**src/rtl/icache_pkg.sv**
```systemverilog
`default_nettype none
// ============================================================================
//  Module  : icache_pkg
//  Brief   : Shared types and default widths for the i-cache array arbiter.
//  Rev     : 1.0  initial release
// ============================================================================
package icache_pkg;

  localparam int DEF_XLEN             = 32;
  localparam int DEF_DATA_WIDTH       = 32;
  localparam int DEF_SETIDXBITS       = 5;
  localparam int DEF_BLOCK_OFFSETBITS = 1;
  localparam int DEF_WORD_OFFSETBITS  = 1;
  localparam int DEF_WID_BITS         = 3;

  localparam int TAGBITS   = DEF_XLEN - DEF_SETIDXBITS - DEF_BLOCK_OFFSETBITS - DEF_WORD_OFFSETBITS;
  localparam int NUM_BEATS = 1 << DEF_WORD_OFFSETBITS;

  typedef enum logic [0:0] {
    IDLE = 1'b0,
    FILL = 1'b1
  } arb_state_e;

  // One entry of the registered array request stage (sized by the package defaults).
  typedef struct packed {
    logic                           valid;
    logic                           we;
    logic [DEF_SETIDXBITS-1:0]      setid;
    logic [TAGBITS-1:0]             tag;
    logic [DEF_WORD_OFFSETBITS-1:0] word;
    logic [DEF_DATA_WIDTH-1:0]      wdata;
    logic [DEF_WID_BITS-1:0]        wid;
  } arr_req_t;

endpackage
`default_nettype wire

```
**src/rtl/icache_addr_split.sv**
```systemverilog
`default_nettype none
// ============================================================================
//  Module  : icache_addr_split
//  Brief   : Pure bit-select split of a byte address into tag / set / word.
//  Rev     : 1.0  initial release
// ============================================================================
module icache_addr_split #(
  parameter int XLEN             = 32,
  parameter int SETIDXBITS       = 5,
  parameter int BLOCK_OFFSETBITS = 1,
  parameter int WORD_OFFSETBITS  = 1
) (
  input  logic [XLEN-1:0]                                            addr,
  output logic [XLEN-SETIDXBITS-BLOCK_OFFSETBITS-WORD_OFFSETBITS-1:0] tag,
  output logic [SETIDXBITS-1:0]                                      setid,
  output logic [WORD_OFFSETBITS-1:0]                                 word
);

  localparam int LOW = BLOCK_OFFSETBITS + WORD_OFFSETBITS;

  assign tag   = addr[XLEN-1 : SETIDXBITS+LOW];
  assign setid = addr[SETIDXBITS+LOW-1 : LOW];
  assign word  = addr[LOW-1 : BLOCK_OFFSETBITS];

  // Byte-in-word bits carry no meaning for a word-granular array.
  generate
    if (BLOCK_OFFSETBITS > 0) begin : g_byte_off
      logic unused_byte_bits;
      assign unused_byte_bits = ^addr[BLOCK_OFFSETBITS-1:0];
    end
  endgenerate

endmodule
`default_nettype wire

```
**src/rtl/icache_array_arb.sv**
```systemverilog
`default_nettype none
// ============================================================================
//  Module  : icache_array_arb
//  Brief   : Arbitrates the single-port i-cache array between fetch lookups
//            and multi-beat refill writes, with bounded core starvation.
//  Rev     : 1.0  initial release
// ============================================================================
module icache_array_arb
  import icache_pkg::*;
#(
  parameter int XLEN             = DEF_XLEN,
  parameter int DATA_WIDTH       = DEF_DATA_WIDTH,
  parameter int SETIDXBITS       = DEF_SETIDXBITS,
  parameter int BLOCK_OFFSETBITS = DEF_BLOCK_OFFSETBITS,
  parameter int WORD_OFFSETBITS  = DEF_WORD_OFFSETBITS,
  parameter int WID_BITS         = DEF_WID_BITS,
  parameter int STARVE_LIMIT     = 4
) (
  input  logic                                                        clk,
  input  logic                                                        rst_n,
  input  logic                                                        core_req_valid_i,
  output logic                                                        core_req_ready_o,
  input  logic [XLEN-1:0]                                             core_req_addr_i,
  input  logic [WID_BITS-1:0]                                         core_req_wid_i,
  input  logic                                                        fill_valid_i,
  output logic                                                        fill_ready_o,
  input  logic [XLEN-1:0]                                             fill_addr_i,
  input  logic [DATA_WIDTH-1:0]                                       fill_data_i,
  input  logic                                                        fill_last_i,
  input  logic                                                        arr_ready_i,
  output logic                                                        arr_valid_o,
  output logic                                                        arr_we_o,
  output logic [SETIDXBITS-1:0]                                       arr_setid_o,
  output logic [XLEN-SETIDXBITS-BLOCK_OFFSETBITS-WORD_OFFSETBITS-1:0] arr_tag_o,
  output logic [WORD_OFFSETBITS-1:0]                                  arr_word_o,
  output logic [DATA_WIDTH-1:0]                                       arr_wdata_o,
  output logic [WID_BITS-1:0]                                         arr_wid_o,
  output logic                                                        err_o
);

  localparam int TAG_W    = XLEN - SETIDXBITS - BLOCK_OFFSETBITS - WORD_OFFSETBITS;
  localparam int STARVE_W = $clog2(STARVE_LIMIT + 1);
  localparam logic [STARVE_W-1:0]        STARVE_MAX = STARVE_W'(STARVE_LIMIT);
  localparam logic [WORD_OFFSETBITS-1:0] LAST_BEAT  = {WORD_OFFSETBITS{1'b1}};

  arb_state_e                 state, state_next;
  logic [WORD_OFFSETBITS-1:0] beat, beat_next;
  logic [STARVE_W-1:0]        starve, starve_next;
  arr_req_t                   req_q, req_d;
  logic                       err_q, err_next;
  logic                       alive;

  logic adv, fill_pri, grant_fill, grant_core;

  logic [TAG_W-1:0]           core_tag, fill_tag;
  logic [SETIDXBITS-1:0]      core_setid, fill_setid;
  logic [WORD_OFFSETBITS-1:0] core_word, fill_word;

  icache_addr_split #(
    .XLEN(XLEN), .SETIDXBITS(SETIDXBITS),
    .BLOCK_OFFSETBITS(BLOCK_OFFSETBITS), .WORD_OFFSETBITS(WORD_OFFSETBITS)
  ) u_core_split (
    .addr(core_req_addr_i), .tag(core_tag), .setid(core_setid), .word(core_word)
  );

  icache_addr_split #(
    .XLEN(XLEN), .SETIDXBITS(SETIDXBITS),
    .BLOCK_OFFSETBITS(BLOCK_OFFSETBITS), .WORD_OFFSETBITS(WORD_OFFSETBITS)
  ) u_fill_split (
    .addr(fill_addr_i), .tag(fill_tag), .setid(fill_setid), .word(fill_word)
  );

  // Refill words are indexed by the beat counter, not by the address.
  logic unused_fill_word;
  assign unused_fill_word = ^fill_word;

  assign adv      = !req_q.valid || arr_ready_i;
  assign fill_pri = starve < STARVE_MAX;

  // Readiness: refill has priority unless the core has hit the starvation bound.
  always_comb begin
    fill_ready_o     = 1'b0;
    core_req_ready_o = 1'b0;
    if (alive && adv) begin
      if (state == FILL) begin
        fill_ready_o = 1'b1;
      end else begin
        fill_ready_o     = fill_pri;
        core_req_ready_o = !(fill_valid_i && fill_pri);
      end
    end
  end

  assign grant_fill = fill_valid_i && fill_ready_o;
  assign grant_core = core_req_valid_i && core_req_ready_o;

  // Next state, beat counter, starvation counter, error flag and output stage.
  always_comb begin
    state_next  = state;
    beat_next   = beat;
    starve_next = starve;
    err_next    = err_q;
    req_d       = req_q;

    if (grant_fill) begin
      if (beat == LAST_BEAT) begin
        state_next = IDLE;
        beat_next  = '0;
      end else begin
        state_next = FILL;
        beat_next  = beat + 1'b1;
      end
      if (fill_last_i != (beat == LAST_BEAT)) begin
        err_next = 1'b1;
      end
    end

    if (!core_req_valid_i || grant_core) begin
      starve_next = '0;
    end else if (adv && (starve != STARVE_MAX)) begin
      starve_next = starve + 1'b1;
    end

    if (adv) begin
      req_d = '0;
      if (grant_fill) begin
        req_d.valid = 1'b1;
        req_d.we    = 1'b1;
        req_d.setid = fill_setid;
        req_d.tag   = fill_tag;
        req_d.word  = beat;
        req_d.wdata = fill_data_i;
      end else if (grant_core) begin
        req_d.valid = 1'b1;
        req_d.setid = core_setid;
        req_d.tag   = core_tag;
        req_d.word  = core_word;
        req_d.wid   = core_req_wid_i;
      end
    end
  end

  // State registers; reset drops any partial burst.
  always_ff @(posedge clk or negedge rst_n) begin
    if (!rst_n) begin
      state  <= IDLE;
      beat   <= '0;
      starve <= '0;
      err_q  <= 1'b0;
      req_q  <= '0;
      alive  <= 1'b0;
    end else begin
      state  <= state_next;
      beat   <= beat_next;
      starve <= starve_next;
      err_q  <= err_next;
      req_q  <= req_d;
      alive  <= 1'b1;
    end
  end

  assign arr_valid_o = req_q.valid;
  assign arr_we_o    = req_q.we;
  assign arr_setid_o = req_q.setid;
  assign arr_tag_o   = req_q.tag;
  assign arr_word_o  = req_q.word;
  assign arr_wdata_o = req_q.wdata;
  assign arr_wid_o   = req_q.wid;
  assign err_o       = err_q;

endmodule
`default_nettype wire
```
**config.mk**
```make
export PLATFORM = sky130hd
export DESIGN_NAME = icache_array_arb
export DESIGN_NICKNAME = d
export VERILOG_FILES = /design/src/rtl/icache_pkg.sv /design/src/rtl/icache_addr_split.sv /design/src/rtl/icache_array_arb.sv
export SDC_FILE = /design/constraint.sdc
export NUM_CORES = 1
export LEC_CHECK = 0
export ABC_CLOCK_PERIOD_IN_PS = 2000
export BUFFER_PORTS_ARGS = -buffer_cell sky130_fd_sc_hd__buf_2
export CORE_MARGIN = 5
export CORE_UTILIZATION = 30
export DETAILED_ROUTE_END_ITERATION = 6
export GPL_TIMING_DRIVEN = 0
export HOLD_SLACK_MARGIN = 0.03
export PLACE_DENSITY = 0.58
export SLEW_MARGIN = 20
export SYNTH_ARGS = -nofsm -noshare
export SYNTH_HDL_FRONTEND = slang
export SYNTH_SLANG_ARGS = --single-unit
```
**constraint.sdc**
```tcl
create_clock -name clk -period 2 [get_ports clk]
set_input_delay 0.1 -clock clk [delete_from_list [all_inputs] [get_ports clk]]
set_output_delay 0.1 -clock clk [all_outputs]
set_load 0.03 [all_outputs]
```
==> results of run 1 <==
area by class of cell:
cell class	instances	area [µm²]
clock buffer	10	128
multi-input combinational	130	1050
timing repair buffer	269	1850
antenna	1	2.50
sequential	74	1850
buffer	19	134
fill	835	4600
tap	133	166
inverter	4	15.0
clock inverter	6	66.3
per-stage QoR:
| stage | total power, mW | hold slack, ns |
|---|---|---|
| after floorplan | 2.39 | -0.196 |
| after global placement | 2.76 | 0.319 |
| after detailed placement | 2.79 | 0.0275 |
| after CTS | 4.10 | 0.0833 |
| after global routing | 4.26 | 0.104 |
| final | 4.06 | 0.0969 |
layout by cell type (no fill, tap or decap), types with 3 or more instances in the layout:
master,Yosys,routed
a21oi_1,3,3
a221o_1,30,30
a22o_1,35,35
and2_1,31,31
buf_2,5,176
buf_4,3,4
buf_6,6,6
clkbuf_1,5,6
clkbuf_8,0,9
clkinvlp_4,0,3
dfrtp_1,74,74
dlygate4sd3_1,0,96
inv_1,4,4
nand2_1,5,5
o21ai_0,3,3
routing by layer:
| metal | GRT usage (%) | vias up | share of wire (%) |
|---|---|---|---|
| li1 | - | 1414 | - |
| met1 | 20.3 | 1451 | 43 |
| met2 | 30.7 | 136 | 49 |
| met3 | 4.64 | 15 | 6.8 |
| met4 | 6.24 | 0 | 1.4 |
| met5 | 0 | - | 0 |
worst min-delay path, stage by stage:
cell     delay, ns
buf_2         0.12
o41ai_1       0.11
a21oi_1       0.06
sequential cells by signal (all words and copies together), names as in the netlist:
name	flops
alive	1
arr_setid_o	5
arr_tag_o	25
arr_valid_o	1
arr_wdata_o	32
arr_we_o	1
arr_wid_o	3
arr_word_o	1
err_o	1
starve	3
state	1
worst max path at each step:
stage	cells after the start	endpoint	startpoint	slack [ns]
after floorplan	6	arr_tag_o[13]	arr_valid_o	0.40
after global placement	5	arr_tag_o[22]	arr_valid_o	0.31
after detailed placement	5	arr_tag_o[21]	arr_valid_o	0.27
after CTS	5	arr_tag_o[21]	arr_valid_o	0.26
after global routing	5	arr_tag_o[20]	arr_valid_o	0.20
final	5	arr_tag_o[21]	arr_valid_o	0.30
power breakdown:
| group | switching (mW) | leakage (nW) | total [mW] | internal [mW] |
|---|---|---|---|---|
| clock | 0.575 | 0.0889 | 1.15 | 0.579 |
| combinational | 0.674 | 1.69 | 1.17 | 0.494 |
| sequential | 0.0843 | 0.984 | 1.73 | 1.65 |
| total | 1.33 | 2.77 | 4.06 | 2.72 |
logic make-up (layout without fill, tap and decap cells):
logic type / Yosys count / in the layout / synth area share (%)
xor+xnor: 2 / 2 / 0.574
simple gates: 50 / 50 / 11.0
flops: 74 / 74 / 60.7
compound gates: 75 / 75 / 21.9
fa+ha+maj: 2 / 2 / 0.820
other cells: 1 / 2 / 0.123
buf+inv: 23 / 308 / 4.88
==> impl_metrics.yaml, run 1 <==
synthesis:
  synth_edf_count: 0
  synthArstFlopShare_pct: 100
  synth_top_area_share_pct: 60.7
  synthTopCellsByArea: "dfrtp_1, a22o_1, a221o_1"
  netlist_instances: 227
  synth_cell_types: 28
  synth_top_area_cell: "dfrtp_1"
  postSynthAreaPerCell_um2: 13.4
  syn-cell-area_um2: 3050
  yosysWarnings: 0
  yosysMostFrequentCell: "dfrtp_1"
  synth-seq-cells: 74
  ys.flop_type: "dfrtp_1"
  ys_seq_area_share_pct: 60.7
  synth_nets: 334
  ys_top_cells_by_count: "dfrtp_1, a22o_1, and2_1, a221o_1, buf_6"
power:
  p_leak_nw: 2.77
  ir_worst_vdd_mv: 0.330
  power_per_cell_area_nw_per_um2: 770
timing:
  fmax_ghz: 0.588
  fin_ws_ns: 0.299
  layout_min_cycle_time_ns: 1.70
  clock_skew_ns: 0.00911
  final-setup-viol-count: 0
  period_share_pct: 85.0
  rsz0062_at_grt: "no"
  maxSlewViolCount: 0
  fin_setup_tns_ns: 0
  slew-limit-headroom_pct: 59.1
  tightest_slew_ns: 0.608
  hold_viol_final: 0
routing:
  ant_nets: 0
  drtIter0Drc: 181
  drt-wirelength-per-cell_um: 16.4
  via_per_inst: 4.67
  first_pass_iters: 4
  via_count: 3016
  drc_errors: 0
  wl_um: 10600
clock_network:
  clockBufferDepth: 2
  cts_root_buf: "clkbuf_8"
  cts_tree: "built"
  htreeDepth: 3
  cts_hold_buf: 96
  clkTransAtPathRegs_ns: 0.08
  ctsResizeCount: 0
  cts_sinks: 74
  postCtsSetupRepairBufs: 0
  cts_buffers: 9
  clkLatencyLatePin_ns: 0.34
setup_path:
  crit_required_ns: 2.28
  crit_top_cell: "buf_6"
  startpoint_type: "register"
  crit_slowest_cell: "nor4_4"
  path_buf_inv: 2
  reg2reg_to: "arr_tag_o[21]"
  cpPeakStageDelay_ns: 0.57
  reg2regPathDepth: 5
  cpLargestDelayFamily: "simple AND/OR/NAND/NOR gates"
  rrSetupSlack_ns: 0.30
  crit_fanout: 10
  worstSetupPathType: "register to register"
  path_cells: "nor2b_4 > buf_6 > nor4_4 > buf_6 > a221o_1"
  end_kind: "register"
  r2r_start: "arr_valid_o"
  arrival_ns: 1.98
placement:
  place_ws_ns: 0.272
  placed_area_um2: 4110
  place_inst: 533
  hpwl_um: 6680
  portBuffers: 172
  place.gp.congestion: 0.756
global_routing:
  antenna_found_initial: 0
  grtUsageTotal_pct: 17.4
  grt_overflow_total: 0
  grt_pass1_vias: 3469
  grt_max_degree: 51
  grt_pass1_wl_um: 17500
finish:
  drive_gt1_share_pct: 40.2
  fin_nets: 614
  final_core_util_pct: 53.4
  fin_cells: 646
  post-route-cell-area_um2: 5270
  syn_to_final_growth_pct: 72.5
die:
  die-area_um2: 12300
  die_y_um: 111
  start_util_pct: 30.9
  dieWidth_um: 111
  core-area_um2: 9860
  ios: 176
  fp-row-count: 36
min_path:
  min_to: "starve[1]"
  hold_class: "input port to register"
  hold_start: "core_req_valid_i"
  hold_depth: 3
status:
  status: "finished, final reports clean"
flow_run:
  max_cap_violations: 0
Power figures use the tool's default switching activity.
==> run 2, diff against run 1 <==
--- a/config.mk
+++ b/config.mk
@@ -5,7 +5,7 @@
 export SDC_FILE = /design/constraint.sdc
 export NUM_CORES = 1
 export LEC_CHECK = 0
-export ABC_CLOCK_PERIOD_IN_PS = 2000
+export ABC_CLOCK_PERIOD_IN_PS = 1600
 export BUFFER_PORTS_ARGS = -buffer_cell sky130_fd_sc_hd__buf_2
 export CORE_MARGIN = 5
 export CORE_UTILIZATION = 30
==> constraint.sdc (replaced) <==
create_clock -name clk -period 1.6 [get_ports clk]
set_input_delay 0.08 -clock clk [delete_from_list [all_inputs] [get_ports clk]]
set_output_delay 0.08 -clock clk [all_outputs]
set_load 0.03 [all_outputs]
==> impl_metrics.yaml, run 2 (synthesis gave the netlist of run 1 again) <==
global_routing:
  grt_overflow_total: 0
  grt-busiest-layer: "met2"
  antenna_found_initial: 0
  grt_pass1_vias: 3504
  grt_pass1_wl_um: 17600
  grt.met1_usage_pct: 20.3
  grt_max_degree: 51
  grtUsageTotal_pct: 17.5
  use_met2_pct: 31.1
  use_met3_pct: 4.64
setup_path:
  worstSetupPathType: "register to register"
  reg2regPathDepth: 6
  end_kind: "register"
  crit_path_start: "state"
  r2r_start: "state"
  arrival_ns: 1.74
  startpoint_type: "register"
  rrSetupSlack_ns: 0.08
  reg2reg_to: "arr_tag_o[21]"
  crit_end: "arr_tag_o[21]"
  crit_fanout: 10
  crit_required_ns: 1.82
die:
  die-area_um2: 12300
  dieWidth_um: 111
  fp-row-count: 36
  start_util_pct: 30.9
  die_y_um: 111
  core-area_um2: 9860
  ios: 176
finish:
  post-route-cell-area_um2: 5330
  drive_gt1_share_pct: 41.9
  final_cell_mix: "buf_2, dlygate4sd3_1, dfrtp_1"
  fin_nets: 618
  mostFrequentLayoutCell: "buf_2"
  fin_cells: 650
  largest_reg_flops: 32
  syn_to_final_growth_pct: 74.6
power:
  ir_worst_vdd_mv: 0.412
  p_leak_nw: 2.81
  power_per_cell_area_nw_per_um2: 961
clock_network:
  cts_tree: "built"
  htreeDepth: 3
  cts_buffers: 9
  clockBufferDepth: 2
  clkTransAtPathRegs_ns: 0.08
  clkLatencyLatePin_ns: 0.34
  cts_sinks: 74
  cts_root_buf: "clkbuf_8"
placement:
  place_inst: 533
  place.gp.congestion: 0.756
  placed_area_um2: 4110
  portBuffers: 172
  hpwl_um: 6680
routing:
  ant_nets: 0
  wl_um: 10700
  via_count: 3045
  drtIter0Drc: 181
  first_pass_iters: 4
  drt-wirelength-per-cell_um: 16.5
  via_per_inst: 4.68
  drc_errors: 0
timing:
  maxSlewViolCount: 0
  layout_min_cycle_time_ns: 1.52
  hold_viol_final: 0
  final-setup-viol-count: 0
  period_share_pct: 95.1
  fmax_ghz: 0.657
  clock_skew_ns: 0.00939
  rsz0062_at_grt: "yes"
flow_run:
  max_cap_violations: 0
status:
  status: "finished, final reports clean"
min_path:
  hold_class: "input port to register"
run 2: what timing repair did:
action,CTS,global route
pin swaps,1,1
hold endpoints to repair,139,0
setup buffers,4,0
hold buffers,96,0
setup endpoints to repair,47,65
resized for setup,2,9
run 2: final cells by class:
| type | count | area, µm² |
|---|---|---|
| clock buffer | 10 | 128 |
| timing repair buffer | 273 | 1890 |
| sequential | 74 | 1850 |
| clock inverter | 6 | 66.3 |
| buffer | 19 | 140 |
| fill | 828 | 4530 |
| antenna | 1 | 2.50 |
| tap | 133 | 166 |
| multi-input combinational | 130 | 1070 |
| inverter | 4 | 15.0 |
run 2: how the worst min path moves through the flow:
stage	from	to	depth (start not counted)
after CTS	fill_last_i	err_o	3
after floorplan	rst_n	alive	0
after detailed placement	rst_n	arr_wdata_o[6]	1
after global placement	fill_data_i[22]	arr_wdata_o[22]	2
final	core_req_valid_i	starve[1]	3
after global routing	core_req_valid_i	starve[2]	3
run 2: metal layers:
metal  wire length [µm]  part of all wire, %  vias to the layer above
li1                   -                    -                     1422
met1               4520                   42                     1465
met2               5300                   49                      143
met3                754                  7.0                       15
met4                153                  1.4                        0
met5                  0                    0                        -
run 2: worst max-delay path, stage by stage, from the launching register on:
cell and delay [ns]:
dfrtp_1 0.37, buf_4 0.17, nor2b_4 0.15, nor4_4 0.07
buf_6 0.15, buf_6 0.14, a221o_1 0.35
run 2: metrics by stage:
step           util (%)  power (mW)  hold slack (ns)  setup TNS (ns)  worst slack (ns)
2_1_floorplan         -        2.98           -0.216               0           0.00383
6_report           54.0        5.12           0.0487               0            0.0786
3_5_place_dp       41.7        3.48          0.00752           -3.40            -0.128
5_1_grt            54.0        5.38           0.0523         -0.0304           -0.0260
3_3_place_gp       41.4        3.45            0.299           -5.10           -0.0852
4_1_cts            53.7        5.14           0.0633               0          0.000743
run 2: report_power, final:
part	internal (mW)	switching [mW]	total, mW
logic	0.654	0.860	1.51
registers	2.06	0.107	2.17
clock network	0.724	0.719	1.44
==> run 3, diff against run 2 <==
--- a/config.mk
+++ b/config.mk
@@ -12,7 +12,8 @@
 export DETAILED_ROUTE_END_ITERATION = 6
 export GPL_TIMING_DRIVEN = 0
 export HOLD_SLACK_MARGIN = 0.03
-export PLACE_DENSITY = 0.58
+export PLACE_DENSITY = 0.55
+export SKIP_CTS_REPAIR_TIMING = 1
 export SLEW_MARGIN = 20
 export SYNTH_ARGS = -nofsm -noshare
 export SYNTH_HDL_FRONTEND = slang
==> impl_metrics.yaml, run 3 (synthesis gave the netlist of run 1 again) <==
die:
  die-area_um2: 12300
  start_util_pct: 30.9
  core-area_um2: 9860
  fp-row-count: 36
  die_y_um: 111
  ios: 176
  dieWidth_um: 111
routing:
  drt-wirelength-per-cell_um: 16.3
  wl_um: 10700
  via_count: 3061
  via_per_inst: 4.66
  drtIter0Drc: 204
  drc_errors: 0
  first_pass_iters: 4
  ant_nets: 0
timing:
  period_share_pct: 96.5
  fin_setup_tns_ns: 0
  final-setup-viol-count: 0
  fin_hold_ws_ns: 0.0800
  layout_min_cycle_time_ns: 1.54
  rsz0062_at_grt: "yes"
  slew-limit-headroom_pct: 57.4
  clock_skew_ns: 0.0119
  fmax_ghz: 0.648
  tightest_slew_ns: 0.630
  hold_viol_final: 0
  maxSlewViolCount: 0
setup_path:
  crit_slowest_cell: "dfrtp_1"
  path_cells: "nor2b_4 > nor4_4 > buf_6 > clkbuf_16 > a221o_1"
  crit_required_ns: 1.82
  cpPeakStageDelay_ns: 0.37
  crit_fanout: 7
  worstSetupPathType: "register to register"
  arrival_ns: 1.76
  startpoint_type: "register"
  end_kind: "register"
global_routing:
  grt_pass1_wl_um: 14500
  grt_pass1_vias: 2869
  grt_overflow_total: 0
  grtUsageTotal_pct: 14.7
  antenna_found_initial: 1
  grt_max_degree: 39
placement:
  place_inst: 533
  hpwl_um: 6700
  portBuffers: 172
  placed_area_um2: 4100
  place.gp.congestion: 0.765
finish:
  mostFrequentLayoutCell: "buf_2"
  fillerInstances: 840
  final_cell_mix: "buf_2, dlygate4sd3_1, dfrtp_1"
  fin_cells: 657
  post-route-cell-area_um2: 5510
  fin_nets: 625
  syn_to_final_growth_pct: 80.3
  largest_reg_flops: 32
  drive_gt1_share_pct: 42.8
power:
  ir_worst_vdd_mv: 0.414
  power_per_cell_area_nw_per_um2: 998
  p_leak_nw: 2.90
clock_network:
  cts_sinks: 74
  clockBufferDepth: 2
  cts_root_buf: "clkbuf_8"
  htreeDepth: 3
  cts_buffers: 9
  clkLatencyLatePin_ns: 0.34
  clkTransAtPathRegs_ns: 0.08
  cts_tree: "built"
status:
  status: "finished, final reports clean"
min_path:
  hold_class: "input port to register"
flow_run:
  max_cap_violations: 0
run 3: cell types whose count changed in the layout (fill, tap and decap cells not counted), sizes merged:
cell,previous run,this run
buf,191,195
bufinv,1,3
clkbuf,15,17
clkinvlp,3,1
clkinv,1,2
run 3: layout make-up:
type | instances | area [µm²] | share of cell area (%)
buffer | 17 | 153 | 2.77
antenna | 1 | 2.50 | 0.0455
clock buffer | 9 | 124 | 2.25
clock inverter | 7 | 116 | 2.11
multi-input combinational | 130 | 1070 | 19.5
tap | 133 | 166 | 3.02
timing repair buffer | 282 | 2000 | 36.4
inverter | 4 | 15.0 | 0.273
sequential | 74 | 1850 | 33.6
run 3: critical path: cells and delay by family (launching register included):
| family | cells | cell delay, ns |
|---|---|---|
| buf+inv | 2 | 0.33 |
| simple gates | 2 | 0.39 |
| flops | 1 | 0.37 |
| compound gates | 1 | 0.33 |
run 3: routing by layer:
metal / share of wire [%] / global-route usage, % / vias up
met5: 0 / 0 / -
met4: 2.8 / 6.24 / 0
met3: 7.4 / 4.64 / 23
met2: 47 / 22.8 / 158
met1: 42 / 18.8 / 1442
li1: - / - / 1438
run 3: final timing paths:
check,startpoint,end,slack (ns),cells past startpoint
setup reg to reg,arr_valid_o,arr_tag_o[17],0.06,5
max in group asynchronous,rst_n,arr_wdata_o[8],0.79,3
hold / removal,fill_last_i,err_o,0.08,3
setup / recovery,arr_valid_o,arr_tag_o[17],0.06,5
min in group asynchronous,rst_n,arr_wdata_o[14],0.26,2
hold reg to reg,err_o,err_o,0.45,1
run 3: power breakdown:
part	total, mW	internal (mW)	switching (mW)
Combinational	1.58	0.706	0.878
Sequential	2.17	2.06	0.105
Clock	1.74	1.04	0.707
run 3: through the flow:
step	setup slack [ns]	utilization, %	total power, mW
floorplan	0.00383	-	2.98
global placement	-0.113	41.4	3.45
detailed placement	-0.104	41.6	3.47
CTS	-0.110	44.0	5.25
global route	-0.0200	55.8	5.75
finish	0.0564	55.8	5.49
